$ cat src/rtl/alu_share_arbiter.sv
// Round-robin arbiter sharing one 32-bit ALU between two valid/ready requesters.
// Optional per-port grant counters: define ALU_SHARE_ARB_STATS_EN.
module alu_share_arbiter #(
    parameter int WIDTH = 32
) (
    input  logic               clk,
    input  logic               rst_n,
    input  logic [1:0]         req_valid,
    output logic [1:0]         req_ready,
    input  logic [2*WIDTH-1:0] req_a,
    input  logic [2*WIDTH-1:0] req_b,
    input  logic [5:0]         req_op,
    output logic [1:0]         resp_valid,
    input  logic [1:0]         resp_ready,
    output logic [WIDTH-1:0]   resp_result,
    output logic               resp_zero,
    output logic               resp_err,
    output logic [WIDTH-1:0]   alu_a,
    output logic [WIDTH-1:0]   alu_b,
    output logic [2:0]         alu_op,
    input  logic [WIDTH-1:0]   alu_result,
    input  logic               alu_zero
`ifdef ALU_SHARE_ARB_STATS_EN
    ,
    output logic [15:0]        grant_cnt0,
    output logic [15:0]        grant_cnt1
`endif
);

    typedef enum logic [1:0] {
        S_IDLE,
        S_EXEC,
        S_RESP
    } state_t;

    state_t             r_state;
    logic               r_last_grant;
    logic               r_id;
    logic [WIDTH-1:0]   r_a;
    logic [WIDTH-1:0]   r_b;
    logic [2:0]         r_op;
    logic [WIDTH-1:0]   r_result;
    logic               r_zero;
    logic               r_err;
    logic [1:0]         r_resp_valid;

    logic               w_any;
    logic               w_win;
    logic               w_accept;
    logic               w_op_legal;
    logic               w_resp_done;

    always_comb begin
        w_any = |req_valid;
        // On contention the port that was not served last wins
        if (req_valid == 2'b11) begin
            w_win = ~r_last_grant;
        end else begin
            w_win = req_valid[1];
        end
        req_ready = '0;
        if (r_state == S_IDLE && w_any) begin
            req_ready[w_win] = 1'b1;
        end
        w_accept    = (r_state == S_IDLE) && w_any;
        w_op_legal  = (r_op[1:0] != 2'b11);
        w_resp_done = (r_state == S_RESP) && resp_ready[r_id];
    end

    always_ff @(posedge clk or negedge rst_n) begin
        if (!rst_n) begin
            r_state      <= S_IDLE;
            r_last_grant <= 1'b1;
            r_id         <= 1'b0;
            r_a          <= '0;
            r_b          <= '0;
            r_op         <= 3'b000;
            r_result     <= '0;
            r_zero       <= 1'b0;
            r_err        <= 1'b0;
            r_resp_valid <= '0;
        end else begin
            unique case (r_state)
                S_IDLE: begin
                    if (w_accept) begin
                        r_a          <= w_win ? req_a[2*WIDTH-1:WIDTH] : req_a[WIDTH-1:0];
                        r_b          <= w_win ? req_b[2*WIDTH-1:WIDTH] : req_b[WIDTH-1:0];
                        r_op         <= w_win ? req_op[5:3] : req_op[2:0];
                        r_id         <= w_win;
                        r_last_grant <= w_win;
                        r_state      <= S_EXEC;
                    end
                end
                S_EXEC: begin
                    if (w_op_legal) begin
                        r_result <= alu_result;
                        r_zero   <= alu_zero;
                        r_err    <= 1'b0;
                    end else begin
                        r_result <= '0;
                        r_zero   <= 1'b1;
                        r_err    <= 1'b1;
                    end
                    r_resp_valid <= {r_id, ~r_id};
                    r_state      <= S_RESP;
                end
                S_RESP: begin
                    if (w_resp_done) begin
                        r_resp_valid <= '0;
                        r_state      <= S_IDLE;
                    end
                end
                default: r_state <= S_IDLE;
            endcase
        end
    end

    // Operand registers only change on accept, so the ALU inputs stay quiet while idle
    assign alu_a       = r_a;
    assign alu_b       = r_b;
    assign alu_op      = r_op;
    assign resp_valid  = r_resp_valid;
    assign resp_result = r_result;
    assign resp_zero   = r_zero;
    assign resp_err    = r_err;

`ifdef ALU_SHARE_ARB_STATS_EN
    logic [15:0] r_cnt0;
    logic [15:0] r_cnt1;

    always_ff @(posedge clk or negedge rst_n) begin
        if (!rst_n) begin
            r_cnt0 <= '0;
            r_cnt1 <= '0;
        end else if (w_accept) begin
            if (!w_win && r_cnt0 != 16'hFFFF) r_cnt0 <= r_cnt0 + 16'd1;
            if (w_win && r_cnt1 != 16'hFFFF)  r_cnt1 <= r_cnt1 + 16'd1;
        end
    end

    assign grant_cnt0 = r_cnt0;
    assign grant_cnt1 = r_cnt1;
`endif

endmodule

$ cat config.mk
export PLATFORM = sky130hd
export DESIGN_NAME = alu_share_arbiter
export DESIGN_NICKNAME = d
export VERILOG_FILES = /design/src/rtl/alu_share_arbiter.sv
export SDC_FILE = /design/constraint.sdc
export NUM_CORES = 1
export LEC_CHECK = 0
export BUFFER_PORTS_ARGS = -buffer_cell sky130_fd_sc_hd__buf_4
export CORE_MARGIN = 1.5
export CORE_UTILIZATION = 39
export CTS_CLUSTER_SIZE = 25
export DETAILED_ROUTE_END_ITERATION = 6
export PLACE_DENSITY = 0.86
export SLEW_MARGIN = 20
export SYNTH_ARGS = -nofsm -noshare
export SYNTH_HDL_FRONTEND = slang
export SYNTH_SLANG_ARGS = --single-unit
$ cat constraint.sdc
create_clock -name clk -period 1.6 [get_ports clk]
set_input_delay 0.4 -clock clk [delete_from_list [all_inputs] [get_ports clk]]
set_output_delay 0.4 -clock clk [all_outputs]
set_load 0.01 [all_outputs]
==> results of run 1 <==
area by class of cell:
class,instances,area (µm²),area share
well taps,143,179,0.0246
multi-input cells,195,1660,0.229
clock inverters,4,76.3,0.0105
inverters,3,11.3,0.00155
flip-flops and latches,107,2680,0.369
clock buffers,10,239,0.0329
repair buffers,304,2420,0.333
critical path, cell delays in order (launching register included):
cell      delay [ns]
dfstp_2         0.56
nand2b_4        0.13
nand3_4         0.06
inv_2           0.06
buf_6           0.10
flip-flops by register name (all words and copies together) (netlist names), 2 cells and up:
register and flops:
alu_a 32, resp_valid 2, alu_op 3, r_state 2, alu_b 32, resp_result 32
layer usage:
layer  share of wire  global-route usage  wire [µm]
met4           0.019              0.0852        269
met2            0.52               0.378       7330
met1            0.38               0.254       5380
met5               0                   0          0
met3           0.076              0.0435       1060
kinds of logic (layout without fill, tap and decap cells):
family / Yosys count / in the layout / share of synthesized area
compound gates: 177 / 177 / 0.340
buf+inv: 40 / 321 / 0.0440
flops: 107 / 107 / 0.596
simple gates: 18 / 18 / 0.0200
repair_timing:
| item | CTS | global route |
|---|---|---|
| hold buffers | 1 | 0 |
| pin swaps | 3 | 0 |
| cloned | 0 | 1 |
| buffers inserted | 4 | 1 |
| gates resized for setup | 6 | 5 |
| hold endpoints to repair | 21 | 0 |
| setup endpoints to repair | 2 | 48 |
cells in the final DEF (no fill, tap or decap), drive strengths merged:
| cell type | netlist | final |
|---|---|---|
| nor2b | 3 | 3 |
| buf | 21 | 302 |
| nand3 | 1 | 1 |
| nor2 | 6 | 6 |
| clkbuf | 16 | 11 |
| inv | 3 | 3 |
| dlygate4sd3 | 0 | 1 |
| a21o | 1 | 1 |
| a221oi | 1 | 1 |
| or2 | 1 | 1 |
| nand2 | 3 | 3 |
| o21a | 69 | 69 |
| a22o | 32 | 32 |
| a311oi | 1 | 1 |
| a221o | 67 | 67 |
| and3 | 1 | 1 |
| clkinv | 0 | 1 |
| nand2b | 2 | 2 |
| a21oi | 5 | 5 |
| dfstp | 1 | 1 |
| nand3b | 1 | 1 |
| o21ai | 1 | 1 |
| dfrtp | 106 | 106 |
| bufinv | 0 | 2 |
| clkinvlp | 0 | 1 |
through the flow:
stage / area (µm²) / total power [µW] / TNS (ns) / util
finish: 7260 / 14400 / -0.133 / 0.641
global route: 7260 / 15300 / -0.740 / 0.641
CTS: 7210 / 14400 / -0.125 / 0.637
detailed placement: 6830 / 11900 / 0 / 0.603
global placement: 6830 / 11600 / 0 / 0.603
floorplan: 4490 / 8540 / 0 / -
report_power, final:
part / internal, µW / switching (µW)
logic: 4040 / 3150
clock network: 1400 / 957
registers: 4030 / 859
worst paths after layout:
check | start | endpoint | slack [ns] | depth (start not counted)
worst max-delay path | r_last_grant$_DFFE_PN1P_ | req_ready[0] | -0.06 | 4
worst min-delay path | resp_ready[1] | resp_valid[1]$_DFFE_PN0P_ | 0.27 | 2
worst max register to register | r_last_grant$_DFFE_PN1P_ | alu_a[13]$_DFFE_PN0P_ | -0.01 | 5
worst min register to register | resp_result[15]$_DFFE_PN0P_ | resp_result[15]$_DFFE_PN0P_ | 0.51 | 1
max in group asynchronous | rst_n | alu_a[18]$_DFFE_PN0P_ | 0.52 | 3
min in group asynchronous | rst_n | resp_result[17]$_DFFE_PN0P_ | 0.52 | 2
==> flow_summary.yaml, run 1 <==
detailed_routing:
  drtIter0Drc: 222
  ant_nets: 0
  route.vias.total: 4185
  wl_um: 14000
  firstDrtPassIters: 4
  drc: 0
  vias_per_cell: 5.46
  wl_per_cell_um: 18.3
hold_path:
  holdCritPathClass: "input pin to flop"
floorplan:
  io_pins: 278
  die_h_um: 110
  floorplan.initialDensity: 0.397
  design.die.area_um2: 12200
  coreArea_um2: 11300
  die_w_um: 110
  num_rows: 39
yosys:
  ys_ff_latch: 107
  synthArstFlopShare: 1.00
  synth_ff_type: "dfrtp_1"
  synthCells: 342
  ys_top_cells_by_count: "dfrtp_1, o21a_1, a221o_1"
  syn-num-nets: 515
  ys_seq_area_frac: 0.596
  yosysTopAreaCell: "dfrtp_1"
  synth_enable_flop_cells: 0
  yosysMostFrequentCell: "dfrtp_1"
  yosysWarnings: 0
  avgSynthCellArea_um2: 13.1
  synth.distinct_cells: 27
  synth_area_leaders: "dfrtp_1, a221o_1, o21a_1, a22o_1, buf_2"
  synthesis.area_um2: 4490
  post-synth-top-area-fraction: 0.590
cts:
  clk_latency_ns: 0.34
  htree_num_levels: 3
  clock-sinks: 107
  root_buffer: "clkbuf_16"
  cts_buffer_depth: 2
  path_clk_slew_ns: 0.07
  numCtsBuffers: 9
  cts_tree: "built"
grt:
  grtUsageTotal: 0.214
  grt_max_degree: 51
  grt_pass1_wl_um: 19900
  antenna_found_initial: 0
  grt_pass1_vias: 4123
  gr-total-overflow: 0
sta:
  final-hold-violation-count: 0
  max_slew_margin: 0.744
  fin_hold_ws_ns: 0.269
  final_max_slew_viol_count: 0
  finalSetupViolCount: 3
  fin_ws_ns: -0.0641
  skew_ns: 0.00743
  fmax_ghz: 0.601
  fin_crit_sh: 1.04
  max_slew.worst_pin.slew_ns: 0.384
  rsz0062_at_grt: "true"
  fin_crit_ns: 1.66
run_status:
  violations: "negative setup slack"
  status: "finished with violations"
worst_setup_path:
  cp_max_fo: 3
  path_class: "flop to output pin"
  cp-start-kind: "flop"
  worstPathRequired_ns: 1.20
  endpoint_kind: "output pin"
  cp.arrival_ns: 1.26
power_and_ir_drop:
  peakVddDrop_mv: 1.10
  power.density_nw_per_um2: 1990
  power_leakage_uw: 0.00358
flow_run:
  maxCapViolCount: 0
layout:
  drive_gt1_frac: 0.525
  fillCellCount: 868
  fin_nets: 793
  final_cells: 766
  antennaDiodeCount: 0
  area_delta_synth_final_pct: 61.6
placed_design:
  pre_cts_slack_ns: 0.0273
  dpl.hpwl_um: 10200
  dp_cells: 745
  io_buffers: 277
  place_congestion: 0.776
(Power assumes the default switching activity.)
==> run 2: changes to the inputs <==
--- a/config.mk
+++ b/config.mk
@@ -6,8 +6,10 @@
 export NUM_CORES = 1
 export LEC_CHECK = 0
 export BUFFER_PORTS_ARGS = -buffer_cell sky130_fd_sc_hd__buf_4
+export CELL_PAD_IN_SITES_DETAIL_PLACEMENT = 0
+export CELL_PAD_IN_SITES_GLOBAL_PLACEMENT = 1
 export CORE_MARGIN = 1.5
-export CORE_UTILIZATION = 39
+export CORE_UTILIZATION = 29
 export CTS_CLUSTER_SIZE = 25
 export DETAILED_ROUTE_END_ITERATION = 6
 export PLACE_DENSITY = 0.86
==> run 2 against run 1 <==
  * The flow still finishes with violations (negative setup slack)
  * Clock power shrank 12%
  * First-iteration DRC count decreased by 14%
  * Critical path type unchanged
  * Non-clock buffer count up 2
  * Register-to-register slack improved by 0.07 ns
  * Cell area increased by 1.7%
  * Setup slack lost 0.036 ns
  * Via count up 0.62%
  * Count of clock-buffer cells in the layout grew 2
  * Clock skew is 0.00086 ns higher
  * Total power is essentially flat
  * Cell count is 6.4% higher
==> flow_summary.yaml, run 2 (synthesized netlist as in run 1, its figures left out) <==
layout:
  fin_nets: 795
  area_delta_synth_final_pct: 64.3
  fillCellCount: 1333
  final_common_cell: "buf_4"
  antennaDiodeCount: 0
  multi_input_area_um2: 1670
  seq_area_um2: 2680
  final_cell_mix: "buf_4, dfrtp_1, o21a_1"
  drive_gt1_frac: 0.525
  final_core_util: 0.487
  finalInstanceArea_um2: 7380
sta:
  final-hold-violation-count: 0
  finalSetupViolCount: 2
  rsz0062_at_grt: "true"
  skew_ns: 0.00830
  fmax_ghz: 0.588
  fin_crit_ns: 1.70
  fin_crit_sh: 1.06
  fin_setup_tns_ns: -0.189
  fin_ws_ns: -0.0999
  final_max_slew_viol_count: 0
  max_slew.worst_pin.slew_ns: 0.264
  max_slew_margin: 0.824
power_and_ir_drop:
  power_leakage_uw: 0.00361
  p_total_uw: 14400
  power.density_nw_per_um2: 1960
  peakVddDrop_mv: 0.760
placed_design:
  placed_area_um2: 6850
  dpl.hpwl_um: 10500
  io_buffers: 277
  place_congestion: 0.772
  pre_cts_slack_ns: 0.0589
detailed_routing:
  ant_nets: 0
  drtIter0Drc: 191
  route.vias.total: 4211
  wl_per_cell_um: 18.7
  vias_per_cell: 5.17
  wl_um: 15300
  drc: 0
  firstDrtPassIters: 4
worst_setup_path:
  cp-start-kind: "flop"
  cp_cell_sequence: "nand2b_4, nand3_2, inv_2, buf_6"
  crit_family: "flip-flops"
  worstPathRequired_ns: 1.20
  cp_max_fo: 3
  cp_slowest_stage_delay_ns: 0.54
  crit_buf_inv: 2
  cp_slowest_cell: "dfstp_2"
  endpoint_kind: "output pin"
  path_class: "flop to output pin"
  cp.arrival_ns: 1.30
floorplan:
  io_pins: 278
  floorplan.initialDensity: 0.297
  die_w_um: 127
  design.die.area_um2: 16300
  coreArea_um2: 15100
  num_rows: 45
  die_h_um: 127
cts:
  clk_latency_ns: 0.34
  htree_num_levels: 3
  root_buffer: "clkbuf_16"
  path_clk_slew_ns: 0.07
  cts_tree: "built"
  numCtsBuffers: 9
  cts_buffer_depth: 2
  clock-sinks: 107
grt:
  grt_max_degree: 54
  grt_pass1_wl_um: 22300
  antenna_found_initial: 0
  grt_pass1_vias: 4258
  gr-total-overflow: 0
  grtUsageTotal: 0.174
run_status:
  violations: "negative setup slack"
  status: "finished with violations"
flow_run:
  maxCapViolCount: 0
hold_path:
  holdCritPathClass: "input pin to flop"
-- run 2: changes by cell type in the layout (fill, tap and decap cells not counted), moves of 2 or more --
cell       change
buf_4          -5
buf_6          +3
bufinv_16      -2
clkbuf_1       +2
clkbuf_16      +3
clkinv_2       +2
-- run 2: layer usage --
metal / track usage / part of all wire
met1: 0.221 / 0.41
met2: 0.287 / 0.50
met3: 0.0431 / 0.069
met5: 0 / 0
met4: 0.0648 / 0.017
-- run 2: path summary, 6_finish.rpt --
| check | from | endpoint | slack, ns | cells after the start |
|---|---|---|---|---|
| worst max-delay path | r_last_grant$_DFFE_PN1P_ | req_ready[0] | -0.1 | 4 |
| worst min-delay path | resp_ready[1] | resp_valid[1]$_DFFE_PN0P_ | 0.27 | 2 |
| worst max register to register | r_last_grant$_DFFE_PN1P_ | alu_a[29]$_DFFE_PN0P_ | 0.06 | 5 |
| worst min register to register | resp_result[6]$_DFFE_PN0P_ | resp_result[6]$_DFFE_PN0P_ | 0.51 | 1 |
| max in group asynchronous | rst_n | r_last_grant$_DFFE_PN1P_ | 0.58 | 3 |
| min in group asynchronous | rst_n | resp_result[10]$_DFFE_PN0P_ | 0.46 | 2 |
-- run 2: stage by stage --
step / instances / hold slack [ns]
floorplan: 342 / 0.104
global placement: 786 / 0.269
detailed placement: 786 / 0.271
CTS: 807 / 0.255
global route: 815 / 0.252
finish: 815 / 0.275
-- run 2: layout make-up --
cell class | count | area share
inverter | 3 | 0.00153
clock inverter | 4 | 0.00356
tap | 188 | 0.0319
timing repair buffer | 306 | 0.341
sequential | 107 | 0.363
multi-input combinational | 195 | 0.226
clock buffer | 12 | 0.0334
-- run 2: timing repair --
action,CTS,global route
setup endpoints to repair,2,90
cloned,0,7
endpoints found under the hold margin,12,0
gates resized for setup,8,9
buffers inserted,4,1
pin swaps,3,1
hold buffers,1,0
-- run 2: where the power goes --
part | leakage, µW | total (µW) | switching (µW) | internal [µW]
Clock | 0.000133 | 2070 | 974 | 1100
Combinational | 0.00216 | 7530 | 3300 | 4230
Sequential | 0.00132 | 4850 | 814 | 4030
